File: config.mk
export PLATFORM = sky130hd
export DESIGN_NAME = fir_coeff_loader
export DESIGN_NICKNAME = d
export VERILOG_FILES = /design/src/rtl/fir_coeff_loader.sv
export SDC_FILE = /design/constraint.sdc
export NUM_CORES = 1
export LEC_CHECK = 0
export ABC_AREA = 0
export BUFFER_PORTS_ARGS = -buffer_cell sky130_fd_sc_hd__buf_2
export CAP_MARGIN = 10
export CORE_AREA = 2 2 65 67
export DETAILED_ROUTE_END_ITERATION = 8
export DIE_AREA = 0 0 67 69
export PLACE_DENSITY_LB_ADDON = 0.3
export SYNTH_ARGS = -nofsm -noshare
export SYNTH_HDL_FRONTEND = slang
export SYNTH_SLANG_ARGS = --single-unit
File: constraint.sdc
create_clock -name iClk12M -period 1.5 [get_ports iClk12M]
set_clock_uncertainty 0.05 [all_clocks]
set_input_delay 0.15 -clock iClk12M [delete_from_list [all_inputs] [get_ports iClk12M]]
set_output_delay 0.15 -clock iClk12M [all_outputs]
set_load 0.02 [all_outputs]
File: src/rtl/fir_coeff_loader.sv
// Coefficient loader for the reconfigurable FIR: turns a valid/ready coefficient
// stream into single-port SRAM writes. Optional checksum logic under COEFF_CHECKSUM_EN.
//
// state  | meaning
// IDLE   | filter running, multiply/accumulate enabled, waiting for iStart
// ENTER  | one cycle: filter switched to update mode, index cleared
// LOAD   | ready high, waiting for a coefficient handshake
// WRITE  | one cycle: RAM strobes low for the captured coefficient
// FINISH | one cycle: update flag dropped, oDone pulsed
module fir_coeff_loader #(
  parameter int NUM_COEFF = 40,
  parameter int ADDR_W    = 6,
  parameter int DATA_W    = 16
) (
  input  logic              iClk12M,
  input  logic              iRsn,
  input  logic              iStart,
  input  logic              iAbort,
  input  logic              iCoeffValid,
  input  logic [DATA_W-1:0] iCoeffData,
`ifdef COEFF_CHECKSUM_EN
  input  logic [DATA_W-1:0] iChecksum,
  output logic              oChkErr,
`endif
  output logic              oCoeffReady,
  output logic              oCoeffUpdateFlag,
  output logic              oCsnRam,
  output logic              oWrnRam,
  output logic [ADDR_W-1:0] oAddrRam,
  output logic [DATA_W-1:0] oWtDtRam,
  output logic              oEnMul,
  output logic              oEnAddAcc,
  output logic              oBusy,
  output logic              oDone
);

  localparam int CNT_W = ADDR_W + 1;
  localparam logic [CNT_W-1:0] LAST_IDX = CNT_W'(NUM_COEFF - 1);

  typedef enum logic [2:0] {
    IDLE   = 3'd0,
    ENTER  = 3'd1,
    LOAD   = 3'd2,
    WRITE  = 3'd3,
    FINISH = 3'd4
  } state_t;

  state_t           state;
  logic [CNT_W-1:0] count;
`ifdef COEFF_CHECKSUM_EN
  logic [DATA_W-1:0] sum;
`endif

  always_ff @(posedge iClk12M or negedge iRsn) begin
    if (!iRsn) begin
      state            <= IDLE;
      count            <= '0;
      oCoeffReady      <= 1'b0;
      oCoeffUpdateFlag <= 1'b0;
      oCsnRam          <= 1'b1;
      oWrnRam          <= 1'b1;
      oAddrRam         <= '0;
      oWtDtRam         <= '0;
      oEnMul           <= 1'b0;
      oEnAddAcc        <= 1'b0;
      oBusy            <= 1'b0;
      oDone            <= 1'b0;
`ifdef COEFF_CHECKSUM_EN
      sum              <= '0;
      oChkErr          <= 1'b0;
`endif
    end else begin
      oDone <= 1'b0;
      case (state)
        IDLE: begin
          oEnMul           <= 1'b1;
          oEnAddAcc        <= 1'b1;
          oCoeffUpdateFlag <= 1'b0;
          oCsnRam          <= 1'b1;
          oWrnRam          <= 1'b1;
          oBusy            <= 1'b0;
          oCoeffReady      <= 1'b0;
          // Abort takes priority over a simultaneous start.
          if (iStart && !iAbort) begin
            state            <= ENTER;
            oEnMul           <= 1'b0;
            oEnAddAcc        <= 1'b0;
            oCoeffUpdateFlag <= 1'b1;
            oBusy            <= 1'b1;
            count            <= '0;
`ifdef COEFF_CHECKSUM_EN
            sum              <= '0;
            oChkErr          <= 1'b0;
`endif
          end
        end

        ENTER, LOAD, WRITE: begin
          if (iAbort) begin
            // Partial RAM contents are left as written; the caller restarts.
            state            <= IDLE;
            count            <= '0;
            oCsnRam          <= 1'b1;
            oWrnRam          <= 1'b1;
            oCoeffReady      <= 1'b0;
            oCoeffUpdateFlag <= 1'b0;
            oBusy            <= 1'b0;
            oEnMul           <= 1'b1;
            oEnAddAcc        <= 1'b1;
          end else if (state == ENTER) begin
            state       <= LOAD;
            oCoeffReady <= 1'b1;
          end else if (state == LOAD) begin
            if (iCoeffValid && oCoeffReady) begin
              state       <= WRITE;
              oWtDtRam    <= iCoeffData;
              oAddrRam    <= count[ADDR_W-1:0];
              oCsnRam     <= 1'b0;
              oWrnRam     <= 1'b0;
              oCoeffReady <= 1'b0;
`ifdef COEFF_CHECKSUM_EN
              sum         <= sum + iCoeffData;
`endif
            end
          end else begin
            oCsnRam <= 1'b1;
            oWrnRam <= 1'b1;
            count   <= count + CNT_W'(1);
            if (count == LAST_IDX) begin
              state            <= FINISH;
              oCoeffUpdateFlag <= 1'b0;
              oDone            <= 1'b1;
              oAddrRam         <= '0;
`ifdef COEFF_CHECKSUM_EN
              oChkErr          <= (sum != iChecksum);
`endif
            end else begin
              state       <= LOAD;
              oCoeffReady <= 1'b1;
            end
          end
        end

        FINISH: begin
          state     <= IDLE;
          count     <= '0;
          oBusy     <= 1'b0;
          oEnMul    <= 1'b1;
          oEnAddAcc <= 1'b1;
        end

        default: state <= IDLE;
      endcase
    end
  end

endmodule

Word level (Yosys, flattened, before mapping)
Cells that the tools add are included.
{ "op_classes": {"n_addsub": 1, "eq_ne": 14, "mux": 41, "bitwise": 2, "n_reduce_logical": 16} }
{ "ops": {"columns": ["operator", "count"], "rows": [
  ["7-bit two-way mux", 4],
  ["1-bit two-way mux", 21],
  ["7-bit case mux with 3 select lines", 1],
  ["3-bit two-way mux", 6],
  ["6-bit two-way mux", 3],
  ["5-bit != test (second input constant)", 2],
  ["5-bit AND reduction", 2],
  ["3-bit != test (second input constant)", 3],
  ["4-bit AND reduction", 2],
  ["7-bit by 1-bit adder with 7-bit output (second input constant)", 1],
  ["7-bit by 6-bit == test with 1-bit output (second input constant)", 1],
  ["3-bit by 2-bit == test with 1-bit output (second input constant)", 2],
  ["1-bit case mux with 2 select lines", 3],
  ["1-bit case mux with 3 select lines", 2],
  ["3-bit case mux with 2 select lines", 1],
  ["3-bit AND reduction", 2],
  ["2-bit != test (second input constant)", 2],
  ["4-bit != test (second input constant)", 1],
  ["2-bit AND reduction", 2],
  ["2-bit nonzero test", 2],
  ["3-bit by 1-bit == test with 1-bit output (second input constant)", 1],
  ["3-bit == test (second input constant)", 1],
  ["3-bit zero test", 1],
  ["3-bit nonzero test", 1],
  ["other kinds (5)", 7]
]} }
{ "totals": {"reg_bits": 38, "inputBits": 21, "out_inout_bits": 30, "elab_cells": 84} }

Depth between registers and ports, before layout
{ "logic_depth": {"depth_word": 6, "depth_mapped": 6, "depth_no_buf": 5} }

Worst setup path after synthesis
No wires, ideal clock.
{ "synth_timing": {"path_kind": "register to register", "startpoint": "register oCoeffReady", "endpoint": "register oAddrRam[5]", "setup_time_ns": 0.126, "arrival_time_ns": 1.404, "t_required_ns": 1.324, "setup_slack_ns": -0.079, "stages_incl_launch_ff": 7, "n_path_buf": 2, "period_less_slack_ns": 1.579, "path_cell_list": "dfrtp_1 > nand3_1 > or4_1 > clkbuf_1 > buf_6 > nand2_1 > o22ai_2"} }
{ "synth_between": {"elab_chain_cells": 3} }
{ "synth_rtl": {"columns": ["element", "line_no", "source"], "rows": [
  ["start, declared", "25", "output logic oCoeffReady,"],
  ["start signal, assigned", "58", "oCoeffReady <= 1'b0;"],
  ["start signal, assigned", "82", "oCoeffReady <= 1'b0;"],
  ["start signal, assigned", "105", "oCoeffReady <= 1'b0;"],
  ["1-bit logical AND", "114", "if (iCoeffValid && oCoeffReady) begin"],
  ["2-bit by 1-bit != test with 1-bit output (no line)", null, null],
  ["5-bit AND reduction (no line)", null, null],
  ["end signal, assigned", "117", "oAddrRam <= count[ADDR_W-1:0];"],
  ["end, declared", "29", "output logic [ADDR_W-1:0] oAddrRam,"]
]} }
No other way between the ends.
A chain may end at the register's enable or synchronous reset.

Worst setup path after layout
{ "layout_timing": {"startpoint": "register count[0]", "endpoint": "register oAddrRam[0]"} }
{ "layout_between": {"elab_chain_cells": 3, "word_cells_on_any_way": 5, "cone_classes": "1 x eq/ne; 2 x mux; 2 x reduce/logical"} }
{ "layout_rtl": {"columns": ["element", "line_no", "source"], "rows": [
  ["start, declared", "49", "logic [CNT_W-1:0] count;"],
  ["start signal, assigned", "128", "count <= count + CNT_W'(1);"],
  ["7-bit by 6-bit == test with 1-bit output", "129", "if (count == LAST_IDX) begin"],
  ["2-bit nonzero test (no line)", null, null],
  ["5-bit AND reduction (no line)", null, null]
]} }
Several ways; a longest one is shown, not always the timed one. The select of a mux whose other input is x is not followed.

==> metrics.md <==
| Metric | Value |
|---|---|
| Post-synth top cells | nand2_1, dfrtp_1, nand3_1 |
| Total power | approximately 0.0022 W |
| Post-synthesis register bit count | 38 |
| Detailed Route WL | between 4 and 5 mm |
| Worst hold-check path type | input port to flip-flop |
| Bufs on Longest Clock Path | 2 |
| Antenna viol nets, final | 0 |
| Status | finished with violations |
| Worst reg2reg path depth | 5 |
| Number of fill cells | 364 |
| Share of layout cells above drive strength 1 | between 30% and 40% |
| Total Routing Usage GR | 19.3% |
| Failing checks | negative setup slack |
| Hold Crit Start | iCoeffData[9] |
| Worst EP arrival | 1670 ps |
| CP required | around 1600 ps |
| TritonCTS Buffers | 5 |
| # IOs | 51 |
| Worst-Margin Slew | 640 ps |
| Max-slew headroom | 57.3% |
| Iter 0 DRT Violations | 60 |
| CP Capture Type | flip-flop |
| Vias per cell | just under 5 |
| Seq/Total Area, Yosys | about 55% |
| Initial Utilization | 44.3% |
| Nets | a little under 300 |
| Most frequent cell after synthesis | nand2_1 |
| # port buffers | 50 |
| CTS tree | built |
| Worst Hold Path EP | oWtDtRam[9] |
| Cell types occupying the most area after synthesis | dfrtp_1, nand2_1, nand3_1, a22o_1, buf_2 |
| Top FF cell, synth | dfrtp_1 |
| Peak supply drop | between 0.6 and 0.7 mV |
| Mapped Cells | 187 |
| Max Fclk | 646 MHz |
| Endpoints failing setup | 8 |
| Hold Violations, Final | 0 |
| Synth-to-Final Area Change | 39.4% |
| Worst R2R Start | count[0] |
| Total gr overflow | 0 |
| Area after DPL | roughly 2200 um2 |
| Max-cap violations | 0 |
| Sink Count | 38 |
| Post-synth EDFFs | 0 |
| Setup Crit Path Kind | flip-flop to flip-flop |
| Synthesized Nets | ~210 |
| CTS H-tree depth | 2 |
| Die Height | ~69 um |
| Largest net degree at the start of global routing | 30 |
| Die Wd | around 67 um |
| RSZ-0062 raised after global routing | true |
| Distinct cells, synth | 41 |
| Yosys top cell area share | ~53% |
| P_leak | between 1 and 1.5 nW |
| Warnings from Yosys | 0 |
| Critical path fanouts, max | 7 |
| First-pass GRT wire length | slightly below 7 mm |
| Initial antenna violation count | 0 |
| HPWL Detailed | 2.92 mm |
| Die area | between 4000 and 5000 um2 |
| Vias post-DR | roughly 1600 |
| Cell area power density | ~900 nW/um2 |
| Total Neg Setup Slack | -292 ps |
| Row count | 23 |
| DR WL/cell | 13.0 um |
| DRT Pass-1 Iters | 4 |
| Residual DRC count | 0 |
| Tcrit/Tclk final | 103% |
| Fraction of registers with async set/reset | between 90% and 100% |
| Reg2Reg Capture Point | oAddrRam[0] |
| Clk_lat worst skew | between 200 and 300 ps |
| Root cell of the clock tree | clkbuf_8 |
| Synth Area per Inst | roughly 9.3 um2 |
| Hold Path Depth | 3 |
| Diodes inserted | 0 |
| R2R setup slack | -50 ps |
| Vias in the first global route | roughly 1500 |
| Core Region | between 3000 and 4000 um2 |
| Post-Layout Inst Area | between 2000 and 2500 um2 |
| GP Congestion | about 0.85 |
| Pins Over Slew Limit | 0 |
| Cell taking the most area after synthesis | dfrtp_1 |
| Worst-path clk slew | roughly 70 ps |
| Fin worst setup slack | -48.3 ps |
| Startpoint Class | flip-flop |
| Post-synthesis cell area | approximately 1700 um2 |
| Min cycle time layout | 1550 ps |
metrics by stage:
stage	hold slack [ps]	instances	util [%]	setup WS (ps)
6_report	9.57	321	61.7	-48.3
5_1_grt	4.62	321	61.7	-113
4_1_cts	0.427	318	60.3	-60.5
3_5_place_dp	162	304	56.5	-57.5
3_3_place_gp	155	304	56.5	-24.4
2_1_floorplan	-196	187	-	-46.1
final cells by class:
cell class	count	area [um2]	share of cell area, %
Clock buffer	7	86.3	3.58
Clock inverter	1	5.00	0.207
Inverter	4	15.0	0.622
Multi-Input combinational cell	133	741	30.7
Timing Repair Buffer	88	552	22.8
Sequential cell	38	953	39.5
Tap cell	50	62.6	2.59
worst max-delay path by stage:
stage | start | end | slack [ps] | cells after the start
after floorplan | count[0] | oCoeffUpdateFlag | -50 | 5
after global placement | count[0] | oAddrRam[0] | -20 | 5
after detailed placement | count[1] | oAddrRam[0] | -60 | 5
after CTS | count[1] | oAddrRam[0] | -60 | 5
after global routing | count[1] | oAddrRam[0] | -110 | 5
final | count[0] | oAddrRam[0] | -50 | 5
timing repair:
item	in CTS	in global routing
hold endpoints to repair	30	1
gates resized for setup	0	9
endpoints found under the setup margin	7	16
hold buffers	5	1
gates cloned	0	1
pin swaps	2	2
buffers inserted	1	1
sequential cells by signal, indices dropped and copies added (netlist names), 3 cells and up:
name      count
oWtDtRam     16
state         3
oAddrRam      6
count         7
cell usage in the layout, fill, tap and decap left out, drive strengths merged, types with 5 or more instances in the layout:
master / Yosys / layout
buf: 10 / 82
nand2: 65 / 65
dfrtp: 37 / 37
o21ai: 10 / 10
nand3: 9 / 9
clkbuf: 2 / 7
nor2: 7 / 7
dlygate4sd3: 0 / 6
a21oi: 5 / 5
per-layer routing:
metal	up-vias	track usage, %	part of all wire [%]
li1	794	-	-
met1	731	23.9	44
met2	43	32.3	50
met3	7	5.06	4.9
met4	0	5.90	1.2
met5	-	0	0
logic make-up (layout without fill, tap and decap cells):
logic type / count (synthesis) / count (layout) / share of synthesized area (%)
and+or+nand+nor: 99 / 99 / 26.4
adders and majority gates: 1 / 1 / 0.722
DFF: 38 / 38 / 54.9
buffers and inverters: 16 / 100 / 4.84
AOI/OAI and AO/OA: 33 / 33 / 13.1
worst max-delay path, stage by stage, from the launching register on:
cell and delay (ps):
dfrtp_1 350, ha_2 190, nand3_2 80, or4_4 470
nor2_4 200, o21ai_1 100
report_power, final:
group          internal [W]  switching [W]
combinational      0.000144       0.000200
clock              0.000370       0.000341
sequential          0.00108      0.0000280
Power figures use the tool's default switching activity.
